<file path="config.mk">
export PLATFORM = sky130hd
export DESIGN_NAME = mem_arbiter
export DESIGN_NICKNAME = d
export VERILOG_FILES = /design/src/rtl/mem_arbiter.sv
export SDC_FILE = /design/constraint.sdc
export NUM_CORES = 1
export LEC_CHECK = 0
export ABC_AREA = 0
export CAP_MARGIN = 20
export CELL_PAD_IN_SITES_DETAIL_PLACEMENT = 0
export CELL_PAD_IN_SITES_GLOBAL_PLACEMENT = 1
export CORE_AREA = 2 2 177 179
export CTS_CLUSTER_DIAMETER = 60
export CTS_CLUSTER_SIZE = 14
export DETAILED_ROUTE_END_ITERATION = 10
export DIE_AREA = 0 0 179 181
export GPL_TIMING_DRIVEN = 1
export HOLD_SLACK_MARGIN = 0.1
export PLACE_DENSITY = 0.7
export RECOVER_POWER = 100
export REMOVE_ABC_BUFFERS = 1
export SYNTH_ARGS = -nofsm -noshare
export SYNTH_HDL_FRONTEND = slang
export SYNTH_SLANG_ARGS = --single-unit
</file>
<file path="constraint.sdc">
create_clock -name clock -period 11.3 [get_ports clock]
set_input_delay 3.39 -clock clock [delete_from_list [all_inputs] [get_ports clock]]
set_output_delay 3.39 -clock clock [all_outputs]
set_load 0.03 [all_outputs]
</file>
<file path="src/rtl/mem_arbiter.sv">
// Two-requester (icache/dcache) arbiter for a single tagged memory port, with load-return routing.
// Optional starvation relief for the icache is enabled by defining MEM_ARB_STARVE_EN.
`ifndef XLEN
`define XLEN 32
`endif

module mem_arbiter #(
    parameter int unsigned STARVE_LIMIT = 4
) (
    input  logic               clock,
    input  logic               reset,
    input  logic [1:0]         proc2Imem_command,
    input  logic [`XLEN-1:0]   proc2Imem_addr,
    input  logic [1:0]         proc2Dmem_command,
    input  logic [`XLEN-1:0]   proc2Dmem_addr,
    input  logic [63:0]        proc2Dmem_data,
    output logic [3:0]         Imem2proc_response,
    output logic [3:0]         Dmem2proc_response,
    output logic [63:0]        Imem2proc_data,
    output logic [63:0]        Dmem2proc_data,
    output logic [3:0]         Imem2proc_tag,
    output logic [3:0]         Dmem2proc_tag,
    output logic [1:0]         proc2mem_command,
    output logic [`XLEN-1:0]   proc2mem_addr,
    output logic [63:0]        proc2mem_data,
    input  logic [3:0]         mem2proc_response,
    input  logic [63:0]        mem2proc_data,
    input  logic [3:0]         mem2proc_tag,
    output logic               grant_d,
    output logic [3:0]         outstanding_count,
    output logic               tag_err
);

    localparam logic [1:0] BUS_NONE  = 2'd0;
    localparam logic [1:0] BUS_LOAD  = 2'd1;

    if (STARVE_LIMIT < 1 || STARVE_LIMIT > 15) begin : g_bad_limit
        $error("mem_arbiter: STARVE_LIMIT must be 1..15");
    end

    logic        w_i_act;
    logic        w_d_act;
    logic        w_grant_d;
    logic        w_grant_i;

    assign w_i_act = (proc2Imem_command != BUS_NONE);
    assign w_d_act = (proc2Dmem_command != BUS_NONE);

`ifdef MEM_ARB_STARVE_EN
    logic [3:0] r_starve;
    logic       w_force_i;

    assign w_force_i = w_i_act && w_d_act && (r_starve == 4'(STARVE_LIMIT));
    assign w_grant_d = w_d_act && !w_force_i;

    // Counts cycles the icache waits behind the dcache; any grant or idle cycle clears it.
    always_ff @(posedge clock or negedge reset) begin
        if (!reset) begin
            r_starve <= 4'd0;
        end else if (w_i_act && w_grant_d) begin
            if (r_starve < 4'(STARVE_LIMIT))
                r_starve <= r_starve + 4'd1;
        end else begin
            r_starve <= 4'd0;
        end
    end
`else
    assign w_grant_d = w_d_act;
`endif

    assign w_grant_i = w_i_act && !w_grant_d;

    logic [1:0]       w_cmd;
    logic [`XLEN-1:0] w_addr;
    logic [63:0]      w_data;

    always_comb begin
        w_cmd  = BUS_NONE;
        w_addr = '0;
        w_data = '0;
        if (w_grant_d) begin
            w_cmd  = proc2Dmem_command;
            w_addr = proc2Dmem_addr;
            w_data = proc2Dmem_data;
        end else if (w_grant_i) begin
            w_cmd  = proc2Imem_command;
            w_addr = proc2Imem_addr;
        end
    end

    // Outputs are forced quiet while reset is held, independent of the clock.
    assign proc2mem_command   = reset ? w_cmd  : BUS_NONE;
    assign proc2mem_addr      = reset ? w_addr : '0;
    assign proc2mem_data      = reset ? w_data : '0;
    assign grant_d            = reset && w_grant_d;
    assign Dmem2proc_response = (reset && w_grant_d) ? mem2proc_response : 4'd0;
    assign Imem2proc_response = (reset && w_grant_i) ? mem2proc_response : 4'd0;

    assign Imem2proc_data = mem2proc_data;
    assign Dmem2proc_data = mem2proc_data;

    // Owner table: bit 0 is never set, so tag 0 always reads as invalid. Owner 1 = dcache.
    logic [15:0] r_valid;
    logic [15:0] r_owner;
    logic        r_tag_err;
    logic [3:0]  r_count;

    logic [15:0] w_valid_nxt;
    logic [15:0] w_owner_nxt;
    logic [3:0]  w_count_nxt;
    logic        w_ret_hit;
    logic        w_ret_miss;
    logic        w_alloc;

    assign w_ret_hit  = (mem2proc_tag != 4'd0) && r_valid[mem2proc_tag];
    assign w_ret_miss = (mem2proc_tag != 4'd0) && !r_valid[mem2proc_tag];
    assign w_alloc    = (mem2proc_response != 4'd0) && (w_cmd == BUS_LOAD);

    assign Imem2proc_tag = (reset && w_ret_hit && !r_owner[mem2proc_tag]) ? mem2proc_tag : 4'd0;
    assign Dmem2proc_tag = (reset && w_ret_hit &&  r_owner[mem2proc_tag]) ? mem2proc_tag : 4'd0;

    // Return clears first so a same-cycle reallocation of that tag survives the edge.
    always_comb begin
        w_valid_nxt = r_valid;
        w_owner_nxt = r_owner;
        if (w_ret_hit)
            w_valid_nxt[mem2proc_tag] = 1'b0;
        if (w_alloc) begin
            w_valid_nxt[mem2proc_response] = 1'b1;
            w_owner_nxt[mem2proc_response] = w_grant_d;
        end
        w_valid_nxt[0] = 1'b0;
        w_owner_nxt[0] = 1'b0;
    end

    always_comb begin
        w_count_nxt = 4'd0;
        for (int k = 1; k < 16; k++)
            w_count_nxt = w_count_nxt + {3'd0, w_valid_nxt[k]};
    end

    always_ff @(posedge clock or negedge reset) begin
        if (!reset) begin
            r_valid   <= '0;
            r_owner   <= '0;
            r_count   <= 4'd0;
            r_tag_err <= 1'b0;
        end else begin
            r_valid   <= w_valid_nxt;
            r_owner   <= w_owner_nxt;
            r_count   <= w_count_nxt;
            r_tag_err <= r_tag_err | w_ret_miss;
        end
    end

    assign outstanding_count = r_count;
    assign tag_err           = r_tag_err;

endmodule

</file>
==> results.txt, run 1 <==
CTS resizes: 0
sequential cell area: 875.8 µm²
register area share after synthesis: 21.73%
Hold Violations, Final: 0
initial core utilization: 13.28%
layout cells sized above 1: 5.631%
Fin Setup TNS: 0 ns
Slowest cell on crit path: clkbuf_1
Via-to-Cell Ratio: 4.373
Max-slew headroom: -15.63%
share of flip-flops with an asynchronous set or reset: 100.0%
layout net count: 804
clk buf depth: 2
count leader, synth: buf_4
r2r endpoint: outstanding_count[1]
max_cap viols: 1
Worst Min Path Start: tag_err
synthesized area per cell: 8.523 µm²
#FFs+latches synth: 35
# clock sinks: 35
Starting DRT DRC Count: 417
Fmax: 95.94 MHz
failing checks: max-capacitance violations, max-slew violations
post-layout utilization of the core: 20.57%
slack of the critical path: 0.8763 ns
core area: 0.03035 mm²
pin count of the biggest net entering global routing: 66
Post-Route WL: 36830 µm
Worst Hold End: tag_err
Multi-input gate area: 0.001988 mm²
H-tree depth: 2
RR Startpoint: r_valid[11]
CP Max Fanout: 47
FP Rows: 64
RSZ-0062 raised after global routing: false
post-route ant nets: 0
HPWL after DPL: 32050 µm
Post-CTS Hold Fix Bufs: 0
synth top area cells: buf_4 24%, dfrtp_1 22%, and3_1 11%, a22o_1 7.0%, fa_1 5.0%
io pins: 454
# DRC: 0
post-synthesis cell type count: 43
dpl ws: 1.333 ns
commonest cells in the netlist: 129 x buf_4, 68 x and3_1, 35 x dfrtp_1, 32 x a22o_1, 25 x clkbuf_1
first-pass GRT wire length: 46810 µm
wire length per cell: 37.32 µm
Startpoint Class: primary input
VDD IR max: 0.06845 mV
Post-Syn Area: 0.004031 mm²
Reg2Reg Setup Slack: 6.62 ns
Worst R2R Path Depth: 13
Syn Inst Count: 473
static leakage: 2.853 nW
Hold Crit Class: flop to flop
worst-path cell chain: clkbuf_1 -> o21ai_0 -> nor2_1 -> buf_8 -> a22o_1 -> dlygate4sd3_1
post-layout min period: 10.42 ns
Port Buffers: 261
max incr delay on CP: 1.22 ns
Die W: 179 µm
worst skew pair latency: 0.28 ns
CTS tree: built
Final Wtd Congestion: 0.8556
WHS Path Cells: 1
post-synth top area cell: buf_4
Hold WS: 0.4764 ns
via count: 4316
Most used DFF post-synth: dfrtp_1
global-route usage over all layers: 22.13%
status: finished, violations left
initial antenna violation count: 15
fillers: 3366
vias in the first global route: 4284
Layout Skew: 0.004892 ns
buffer count from post-CTS setup fixing: 0
full die area: 0.03240 mm²
Setup-failing EPs final: 0
die height: 181 µm
CTS Root Cell: clkbuf_16
yosys synthesis warning count: 0
synthesis-to-finish area growth: 54.87%
number of synthesized flops with an enable pin: 0
drt pass-1 iters: 5
kind of critical path: primary input to primary output
crit path DAT: 7.03 ns
crit end category: primary output
max-slew violations: 48
pwr/cell area: 115.7 mW/mm²
required time of the critical path: 7.91 ns
Remaining Overflow, GRT: 0
CTS Buf Count: 5
crit share post-route: 92.24%
top-area cell type share of the netlist area: 24.02%
clock slew at reported path FFs: 0.05 ns
actual slew at the worst max-slew pin: 1.734 ns
-- cell usage in the layout, fill, tap and decap left out, types with 3 or more instances in the layout --
cell               n
a211oi_1           4
a21o_1             8
a21oi_1            7
a221oi_1           3
a22o_1            32
a22oi_1            4
and2_1             7
and3_1            68
clkbuf_16          5
clkdlybuf4s50_1  142
dfrtp_1           35
diode_2            5
dlygate4sd3_1    118
fa_1              10
inv_1             17
mux2_2            16
mux2i_1            7
nand2_1           18
nand2b_1           5
nand3_1            5
nor2_1            17
nor2b_1            7
nor3_1             4
o2111ai_1          4
o21ai_0           15
-- metal layers --
metal | vias up | global-route usage (%) | part of all wire, % | wire length, µm
li1 | 1753 | - | - | -
met1 | 2145 | 34.00 | 51 | 18930
met2 | 379 | 22.63 | 31 | 11260
met3 | 27 | 18.18 | 17 | 6372
met4 | 12 | 1.008 | 0.27 | 99
met5 | - | 3.395 | 0.45 | 164
-- logic make-up (layout without fill, tap and decap cells) --
| group | after synthesis | in the layout | synth area share [%] |
|---|---|---|---|
| buffers and inverters | 177 | 290 | 28.80 |
| and+or+nand+nor | 136 | 136 | 18.68 |
| AOI/OAI and AO/OA | 85 | 85 | 16.36 |
| DFF | 35 | 35 | 21.73 |
| muxes | 27 | 27 | 8.628 |
| adders and majority gates | 12 | 12 | 5.586 |
| xor gates and xnor gates | 1 | 1 | 0.2173 |
| other | 0 | 5 | 0 |
-- where the power goes --
part	internal (W)	switching [W]	total [W]
registers	0.000158	0.0000165	0.000175
clock network	0.0000803	0.0000505	0.000131
logic	0.000187	0.000230	0.000417
total	0.000425	0.000297	0.000722
-- area by class of cell --
type                    count  area share, %
repair buffers            266          42.75
multi-input cells         261          31.84
flip-flops and latches     35          14.03
well taps                 396          7.936
clock buffers               5          2.004
inverters                  17          1.022
clock inverters             2         0.2204
diodes                      5         0.2004
-- metrics by stage --
step	total power [W]	area (µm²)	std cells
finish	0.0007222	6243	987
global route	0.0007693	6231	982
CTS	0.0007391	6248	982
detailed placement	0.0006086	6110	975
global placement	0.0006055	6067	973
floorplan	0.0004070	2934	313
-- worst max-delay path: cells and delay by family --
kind,cells,cell delay (ns)
AO/OA/AOI/OAI,2,0.66
buffers and inverters,3,2.28
AND/OR/NAND/NOR,1,0.67
-- worst max path at each step --
stage / from / endpoint / slack, ns / depth (start not counted)
2_1_floorplan: proc2Dmem_command[1] / proc2mem_addr[0] / 1.80 / 4
3_3_place_gp: proc2Dmem_command[0] / proc2mem_addr[14] / 1.09 / 6
3_5_place_dp: mem2proc_tag[0] / Imem2proc_tag[0] / 1.33 / 6
4_1_cts: mem2proc_tag[0] / Imem2proc_tag[0] / 1.34 / 6
5_1_grt: reset / proc2mem_addr[27] / 0.65 / 6
6_report: reset / proc2mem_addr[16] / 0.88 / 6
-- state kept, by name, indices dropped and copies added (netlist names) --
register           count
outstanding_count      4
r_owner               15
r_valid               15
tag_err                1
No activity file was read; power rests on OpenSTA's default activity.
==> inputs of run 2 (changes only) <==
- clock period: 11.3 -> 11.24 ns (I/O delays scaled with it)
==> results of run 2 <==
Same layout as run 1 (identical final DEF). Status: finished, violations left: max-capacitance violations, max-slew violations.
Among the figures that moved: setup slack after placement 1.333 ns -> 1.309 ns; setup slack after layout 0.8763 ns -> 0.8523 ns; register-to-register setup slack 6.62 ns -> 6.56 ns; total power 0.0007222 W -> 0.0007261 W; worst IR drop on VDD 0.06845 mV -> 0.06882 mV
